<file path="src/rtl/led_pkg.sv">
// led_pkg: shared types and helpers for the LED array controller.
// Channel modes, per-channel config bundle and the PWM compare.
package led_pkg;

   localparam int LED_MODE_W = 2;
   localparam int LED_DUTY_W = 16;

   typedef enum logic [LED_MODE_W-1:0] {
      LED_OFF     = 2'd0,
      LED_ON      = 2'd1,
      LED_BLINK   = 2'd2,
      LED_BREATHE = 2'd3
   } led_mode_e;

   // duty is held zero-extended; only the low PWM_W bits are ever non-zero
   typedef struct packed {
      led_mode_e             mode;
      logic [LED_DUTY_W-1:0] duty;
   } led_ch_cfg_t;

   function automatic logic led_pwm_on(
      input logic [LED_DUTY_W-1:0] d,
      input logic [LED_DUTY_W-1:0] cnt
   );
      return d > cnt;
   endfunction

endpackage

</file>
<file path="src/rtl/led_tick_gen.sv">
// led_tick_gen: shared timebase prescaler and free-running PWM counter.
// tick_o is high for the one cycle the prescaler sits at TICK_DIV-1.
module led_tick_gen
   import led_pkg::*;
#(
   parameter int TICK_DIV = 1000,
   parameter int PWM_W    = 8
) (
   input  logic             clk,
   input  logic             resetn,
   output logic             tick_o,
   output logic [PWM_W-1:0] pwm_cnt_o
);

   localparam int TW = $clog2(TICK_DIV);
   localparam logic [TW-1:0] PRE_LAST = TW'(TICK_DIV - 1);

   logic [TW-1:0]    pre_q;
   logic [TW-1:0]    pre_d;
   logic [PWM_W-1:0] pwm_q;
   logic [PWM_W-1:0] pwm_d;

   assign tick_o    = (pre_q == PRE_LAST);
   assign pre_d     = tick_o ? '0 : pre_q + 1'b1;
   assign pwm_d     = pwm_q + 1'b1;
   assign pwm_cnt_o = pwm_q;

   always_ff @(posedge clk or negedge resetn) begin
      if (!resetn) begin
         pre_q <= '0;
         pwm_q <= '0;
      end else begin
         pre_q <= pre_d;
         pwm_q <= pwm_d;
      end
   end

endmodule

</file>
<file path="src/rtl/led_array_ctrl.sv">
// led_array_ctrl: NUM_CH LED channels with OFF/ON/BLINK modes and PWM.
// Define LED_BREATHE_EN to add the triangular BREATHE mode (mode 3).
module led_array_ctrl
   import led_pkg::*;
#(
   parameter int NUM_CH      = 4,
   parameter int PWM_W       = 8,
   parameter int TICK_DIV    = 1000,
   parameter int BLINK_TICKS = 500,
   localparam int CH_W = (NUM_CH > 1) ? $clog2(NUM_CH) : 1
) (
   input  logic              clk,
   input  logic              resetn,
   input  logic              cfg_valid,
   output logic              cfg_ready,
   input  logic [CH_W-1:0]   cfg_ch,
   input  logic [1:0]        cfg_mode,
   input  logic [PWM_W-1:0]  cfg_duty,
   output logic              cfg_err,
   output logic [NUM_CH-1:0] led_o,
   output logic              tick_o
);

   localparam int BW  = (BLINK_TICKS > 1) ? $clog2(BLINK_TICKS) : 1;
   localparam int CW1 = CH_W + 1;
   localparam logic [BW-1:0]  BLINK_LAST = BW'(BLINK_TICKS - 1);
   localparam logic [CW1-1:0] CH_LIM     = CW1'(NUM_CH);

   logic                  tick;
   logic [PWM_W-1:0]      pwm_cnt;
   logic [LED_DUTY_W-1:0] cnt_w;
   logic                  rdy_q;
   logic                  err_q;
   logic                  err_d;
   logic                  req;
   logic                  ch_ok;
   logic                  mode_ok;
   logic                  wr_ok;
   led_mode_e             wr_mode;

   led_tick_gen #(
      .TICK_DIV (TICK_DIV),
      .PWM_W    (PWM_W)
   ) u_tick (
      .clk       (clk),
      .resetn    (resetn),
      .tick_o    (tick),
      .pwm_cnt_o (pwm_cnt)
   );

   assign cnt_w   = LED_DUTY_W'(pwm_cnt);
   assign wr_mode = led_mode_e'(cfg_mode);
   assign req     = cfg_valid & rdy_q;
   assign ch_ok   = ({1'b0, cfg_ch} < CH_LIM);

`ifdef LED_BREATHE_EN
   assign mode_ok = 1'b1;
`else
   assign mode_ok = (wr_mode != LED_BREATHE);
`endif

   assign wr_ok = req & ch_ok & mode_ok;
   assign err_d = req & ~(ch_ok & mode_ok);

   always_ff @(posedge clk or negedge resetn) begin
      if (!resetn) begin
         rdy_q <= 1'b0;
         err_q <= 1'b0;
      end else begin
         rdy_q <= 1'b1;
         err_q <= err_d;
      end
   end

   assign cfg_ready = rdy_q;
   assign cfg_err   = err_q;
   assign tick_o    = tick;

   for (genvar i = 0; i < NUM_CH; i++) begin : g_ch
      led_ch_cfg_t   cfg_q;
      led_ch_cfg_t   cfg_d;
      logic [BW-1:0] bcnt_q;
      logic [BW-1:0] bcnt_d;
      logic          phase_q;
      logic          phase_d;
      logic          led_q;
      logic          led_d;
      logic          sel;
      logic          duty_on;
      logic          brth_on;

      assign sel     = wr_ok && (cfg_ch == CH_W'(i));
      assign duty_on = led_pwm_on(cfg_q.duty, cnt_w);

      // a write to this channel takes the place of the tick on that edge
      always_comb begin
         cfg_d   = cfg_q;
         bcnt_d  = bcnt_q;
         phase_d = phase_q;
         if (sel) begin
            cfg_d.mode = wr_mode;
            cfg_d.duty = LED_DUTY_W'(cfg_duty);
            if (wr_mode == LED_BLINK && cfg_q.mode != LED_BLINK) begin
               bcnt_d  = '0;
               phase_d = 1'b1;
            end
         end else if (tick) begin
            if (bcnt_q == BLINK_LAST) begin
               bcnt_d  = '0;
               phase_d = ~phase_q;
            end else begin
               bcnt_d = bcnt_q + 1'b1;
            end
         end
      end

`ifdef LED_BREATHE_EN
      logic [PWM_W-1:0] lvl_q;
      logic [PWM_W-1:0] lvl_d;
      logic             dn_q;
      logic             dn_d;

      // endpoints hold one extra tick while the direction flips
      always_comb begin
         lvl_d = lvl_q;
         dn_d  = dn_q;
         if (sel) begin
            if (wr_mode == LED_BREATHE && cfg_q.mode != LED_BREATHE) begin
               lvl_d = '0;
               dn_d  = 1'b0;
            end
         end else if (tick) begin
            if (!dn_q) begin
               if (&lvl_q) dn_d = 1'b1;
               else        lvl_d = lvl_q + 1'b1;
            end else begin
               if (lvl_q == '0) dn_d = 1'b0;
               else             lvl_d = lvl_q - 1'b1;
            end
         end
      end

      always_ff @(posedge clk or negedge resetn) begin
         if (!resetn) begin
            lvl_q <= '0;
            dn_q  <= 1'b0;
         end else begin
            lvl_q <= lvl_d;
            dn_q  <= dn_d;
         end
      end

      assign brth_on = led_pwm_on(LED_DUTY_W'(lvl_q), cnt_w);
`else
      assign brth_on = 1'b0;
`endif

      always_comb begin
         led_d = 1'b0;
         unique case (cfg_q.mode)
            LED_OFF:     led_d = 1'b0;
            LED_ON:      led_d = duty_on;
            LED_BLINK:   led_d = phase_q & duty_on;
            LED_BREATHE: led_d = brth_on;
         endcase
      end

      always_ff @(posedge clk or negedge resetn) begin
         if (!resetn) begin
            cfg_q   <= '{mode: LED_OFF, duty: '0};
            bcnt_q  <= '0;
            phase_q <= 1'b1;
            led_q   <= 1'b0;
         end else begin
            cfg_q   <= cfg_d;
            bcnt_q  <= bcnt_d;
            phase_q <= phase_d;
            led_q   <= led_d;
         end
      end

      assign led_o[i] = led_q;
   end

endmodule
</file>
<file path="config.mk">
export PLATFORM = sky130hd
export DESIGN_NAME = led_array_ctrl
export DESIGN_NICKNAME = d
export VERILOG_FILES = /design/src/rtl/led_pkg.sv /design/src/rtl/led_tick_gen.sv /design/src/rtl/led_array_ctrl.sv
export SDC_FILE = /design/constraint.sdc
export NUM_CORES = 1
export LEC_CHECK = 0
export BUFFER_PORTS_ARGS = -buffer_cell sky130_fd_sc_hd__buf_2
export CAP_MARGIN = 10
export CORE_MARGIN = 3
export CORE_UTILIZATION = 30
export DETAILED_ROUTE_END_ITERATION = 6
export GPL_TIMING_DRIVEN = 0
export HOLD_SLACK_MARGIN = 0.05
export SLEW_MARGIN = 15
export SYNTH_ARGS = -nofsm -noshare
export SYNTH_HDL_FRONTEND = slang
export SYNTH_SLANG_ARGS = --single-unit
</file>
<file path="constraint.sdc">
create_clock -name clk -period 2.2 [get_ports clk]
set_input_delay 0.44 -clock clk [delete_from_list [all_inputs] [get_ports clk]]
set_output_delay 0.44 -clock clk [all_outputs]
set_load 0.01 [all_outputs]
</file>
==> impl_metrics.env <==
export IMPL_vdd_drop_max_uv=381
export IMPL_core_area_sq_um=18300
export IMPL_worstMarginPinSlew_ns=0.818
export IMPL_critPathKind="register to primary output"
export IMPL_clock_latency_ns=0.35
export IMPL_drv_slew=0
export IMPL_crit_path_start="u_tick.pre_q[1]$_DFF_PN0_"
export IMPL_cpLargestDelayFamily="flip-flops"
export IMPL_avgViaCountPerCell=4.98
export IMPL_final_common_cell="nand2_1"
export IMPL_gp_congestion=0.786
export IMPL_wl_per_cell_um=14.1
export IMPL_maxSlewHeadroom_pct=45.0
export IMPL_yosys_area_top_type_share_pct=43.9
export IMPL_ant_nets=0
export IMPL_n_antenna_cell=0
export IMPL_cts_sinks=104
export IMPL_critPathLaunchType="register"
export IMPL_ys_seq_elements=104
export IMPL_place_inst=870
export IMPL_synth_flop_cell="dfrtp_1"
export IMPL_mostFrequentLayoutCells="nand2_1 (137), dfrtp_1 (100), inv_1 (47), o21ai_0 (39), ha_1 (37)"
export IMPL_swShare_pct=27.6
export IMPL_synth_cells=619
export IMPL_pin_count=22
export IMPL_crit_chain="ha_4, and4bb_2, nand4_4, clkinv_4, buf_12, buf_4"
export IMPL_p_leak_nw=2.93
export IMPL_critPathRequiredTime_ns=1.76
export IMPL_fin_cells=893
export IMPL_cp_end_kind="primary output"
export IMPL_max_cap_violations=0
export IMPL_setup_viol=0
export IMPL_synth_top_cell_by_area="dfrtp_1"
export IMPL_critical_path_slowest_cell="dfrtp_1"
export IMPL_synthArstFlopShare_pct=100
export IMPL_p_clk_share_pct=34.4
export IMPL_first_pass_iters=4
export IMPL_vias=4451
export IMPL_area_delta_synth_final_pct=14.6
export IMPL_p_seq_share_pct=49.0
export IMPL_crit_buf_inv=3
export IMPL_synth_edf_count=0
export IMPL_routed_wl_um=12600
export IMPL_fmax_mhz=468
export IMPL_antenna_found_initial=0
export IMPL_fin_util_pct=35.7
export IMPL_grt_pass1_wl_um=21500
export IMPL_track_usage_pct=12.8
export IMPL_n_fill_cell=1813
export IMPL_crit_path_max_fanout=10
export IMPL_drc_errors=0
export IMPL_finalCriticalPeriod_ns=2.14
export IMPL_min_from="cfg_duty[1]"
export IMPL_rows=49
export IMPL_cts_buffers=9
export IMPL_clk_pin_slew_worst_paths_ns=0.07
export IMPL_synth_area_sq_um=5710
export IMPL_dieArea_sq_um=20700
export IMPL_p_int_w=0.00344
export IMPL_power_frac_comb_pct=16.6
export IMPL_synth_nets=672
export IMPL_period_share_pct=97.1
export IMPL_grt_max_degree=73
export IMPL_overflow=0
export IMPL_drt_initial_drc_count=218
export IMPL_grt_pass1_vias=4382
export IMPL_holdCritPathClass="input pin to register"
export IMPL_clk_path_buf_depth=2
export IMPL_htree_levels=3
export IMPL_fin_worst_skew_ns=0.00880
export IMPL_drive_gt1_share_pct=12.2
export IMPL_layout_nets=712
export IMPL_synth_seq_area_share_pct=45.7
export IMPL_switchingPower_w=0.00131
export IMPL_status="complete, no violations"
export IMPL_synth_cell_type_count=53
export IMPL_cts_root_buf="clkbuf_16"
export IMPL_start_util_pct=31.1
export IMPL_critPathMaxStageDelay_ns=0.41
export IMPL_hold_viol_final=0
export IMPL_synthTopCellsByArea="dfrtp_1 (44%), nand2_1 (9.0%), ha_1 (8.3%)"
export IMPL_yosysWarningCount=0
export IMPL_reg2reg_from="u_tick.pre_q[1]$_DFF_PN0_"
export IMPL_cts_tree="built"
export IMPL_die_height_um=144
export IMPL_hpwl_um=8890
export IMPL_critical_path_arrival_ns=1.70
export IMPL_syn_area_per_cell_sq_um=9.22
export IMPL_p_per_area_nw_per_um2=727
export IMPL_fp_dieW_um=144
export IMPL_rsz0062_at_grt="no"
export IMPL_port_buffers=21
## cell usage after synthesis, types with 5 or more instances
library cell	number
and2_1	5
nor2b_1	8
xnor2_1	9
buf_4	5
o2111ai_1	6
o21a_1	10
nor3_1	16
nand4_1	24
inv_1	47
mux2i_1	8
a21oi_1	17
clkbuf_1	9
nand3_1	27
buf_2	8
nor2_1	16
or4_1	5
ha_1	38
o221ai_1	12
nand2_1	137
nor4_1	5
o21ai_0	39
dfrtp_1	100
## power by group through the flow
stage	sequential, W	clock, W	combinational (W)
floorplan	0.00232	0	0.000572
global placement	0.00236	0	0.000768
detailed placement	0.00236	0	0.000794
CTS	0.00233	0.00169	0.000803
global route	0.00237	0.00176	0.000928
finish	0.00233	0.00164	0.000790
## path summary, 6_finish.rpt
path	endpoint	slack [ns]	cells past startpoint
hold reg to reg	u_tick.pwm_cnt_o[6]$_DFF_PN0_	0.48	1
setup reg to reg	g_ch[0].bcnt_q[4]$_DFFE_PN0P_	0.16	8
hold / removal	g_ch[0].cfg_q[1]$_DFFE_PN0P_	0.36	3
setup / recovery	tick_o	0.06	6
min in group asynchronous	g_ch[2].led_q$_DFF_PN0_	0.55	2
max in group asynchronous	g_ch[0].phase_q$_DFFE_PN1P_	0.94	3
## routing by layer
layer	vias to the layer above	GRT usage, %	wire, um
met3	15	2.10	282
li1	2258	-	-
met5	-	0	0
met2	45	19.6	5640
met4	0	4.36	199
met1	2133	18.4	6440
## cell families after synthesis
kind of cell / after synthesis / share of synthesized area, %
fa+ha+maj: 38 / 8.33
simple gates: 271 / 23.6
mux: 16 / 3.07
flops: 104 / 45.7
buf+inv: 70 / 5.11
other cells: 1 / 0.0657
xor+xnor: 13 / 2.00
compound gates: 106 / 12.2
## final cells by class
| class | instances | area, sq um | area share, % |
|---|---|---|---|
| Buffer | 22 | 126 | 1.93 |
| Clock buffer | 11 | 243 | 3.71 |
| Inverter | 48 | 185 | 2.83 |
| Tap cell | 229 | 287 | 4.38 |
| Multi-Input combinational cell | 445 | 2840 | 43.4 |
| Sequential cell | 104 | 2610 | 39.9 |
| Clock inverter | 5 | 56.3 | 0.861 |
| Timing Repair Buffer | 29 | 196 | 3.00 |
## state kept, by name (all words and copies together), names as in the netlist
| name | cells |
|---|---|
| cfg_ready | 1 |
| g_ch.cfg_q | 40 |
| u_tick.pre_q | 10 |
| cfg_err | 1 |
| u_tick.pwm_cnt_o | 8 |
| g_ch.led_q | 4 |
| g_ch.bcnt_q | 36 |
| g_ch.phase_q | 4 |
## worst min-delay path: cells and delay by family
family	cells	cell delay (ns)
simple gates	2	0.10
buf+inv	1	0.13
## through the flow
step	area (sq um)	worst slack [ns]	total power, W	setup TNS, ns	hold WS [ns]
after floorplan	5710	0.442	0.00289	0	0.144
after global placement	6100	-0.644	0.00313	-64.22	0.464
after detailed placement	6130	-0.0840	0.00316	-0.260	0.355
after CTS	6500	0.00377	0.00482	0	0.347
after global routing	6540	0.00943	0.00505	0	0.356
final	6540	0.0634	0.00475	0	0.356
## timing repair
action,in CTS,in global routing
pin swaps,0,1
buffers inserted,4,2
resized for setup,8,6
hold buffers,1,0
endpoints found under the hold margin,32,0
endpoints found under the setup margin,1,5
(Power assumes the default switching activity.)
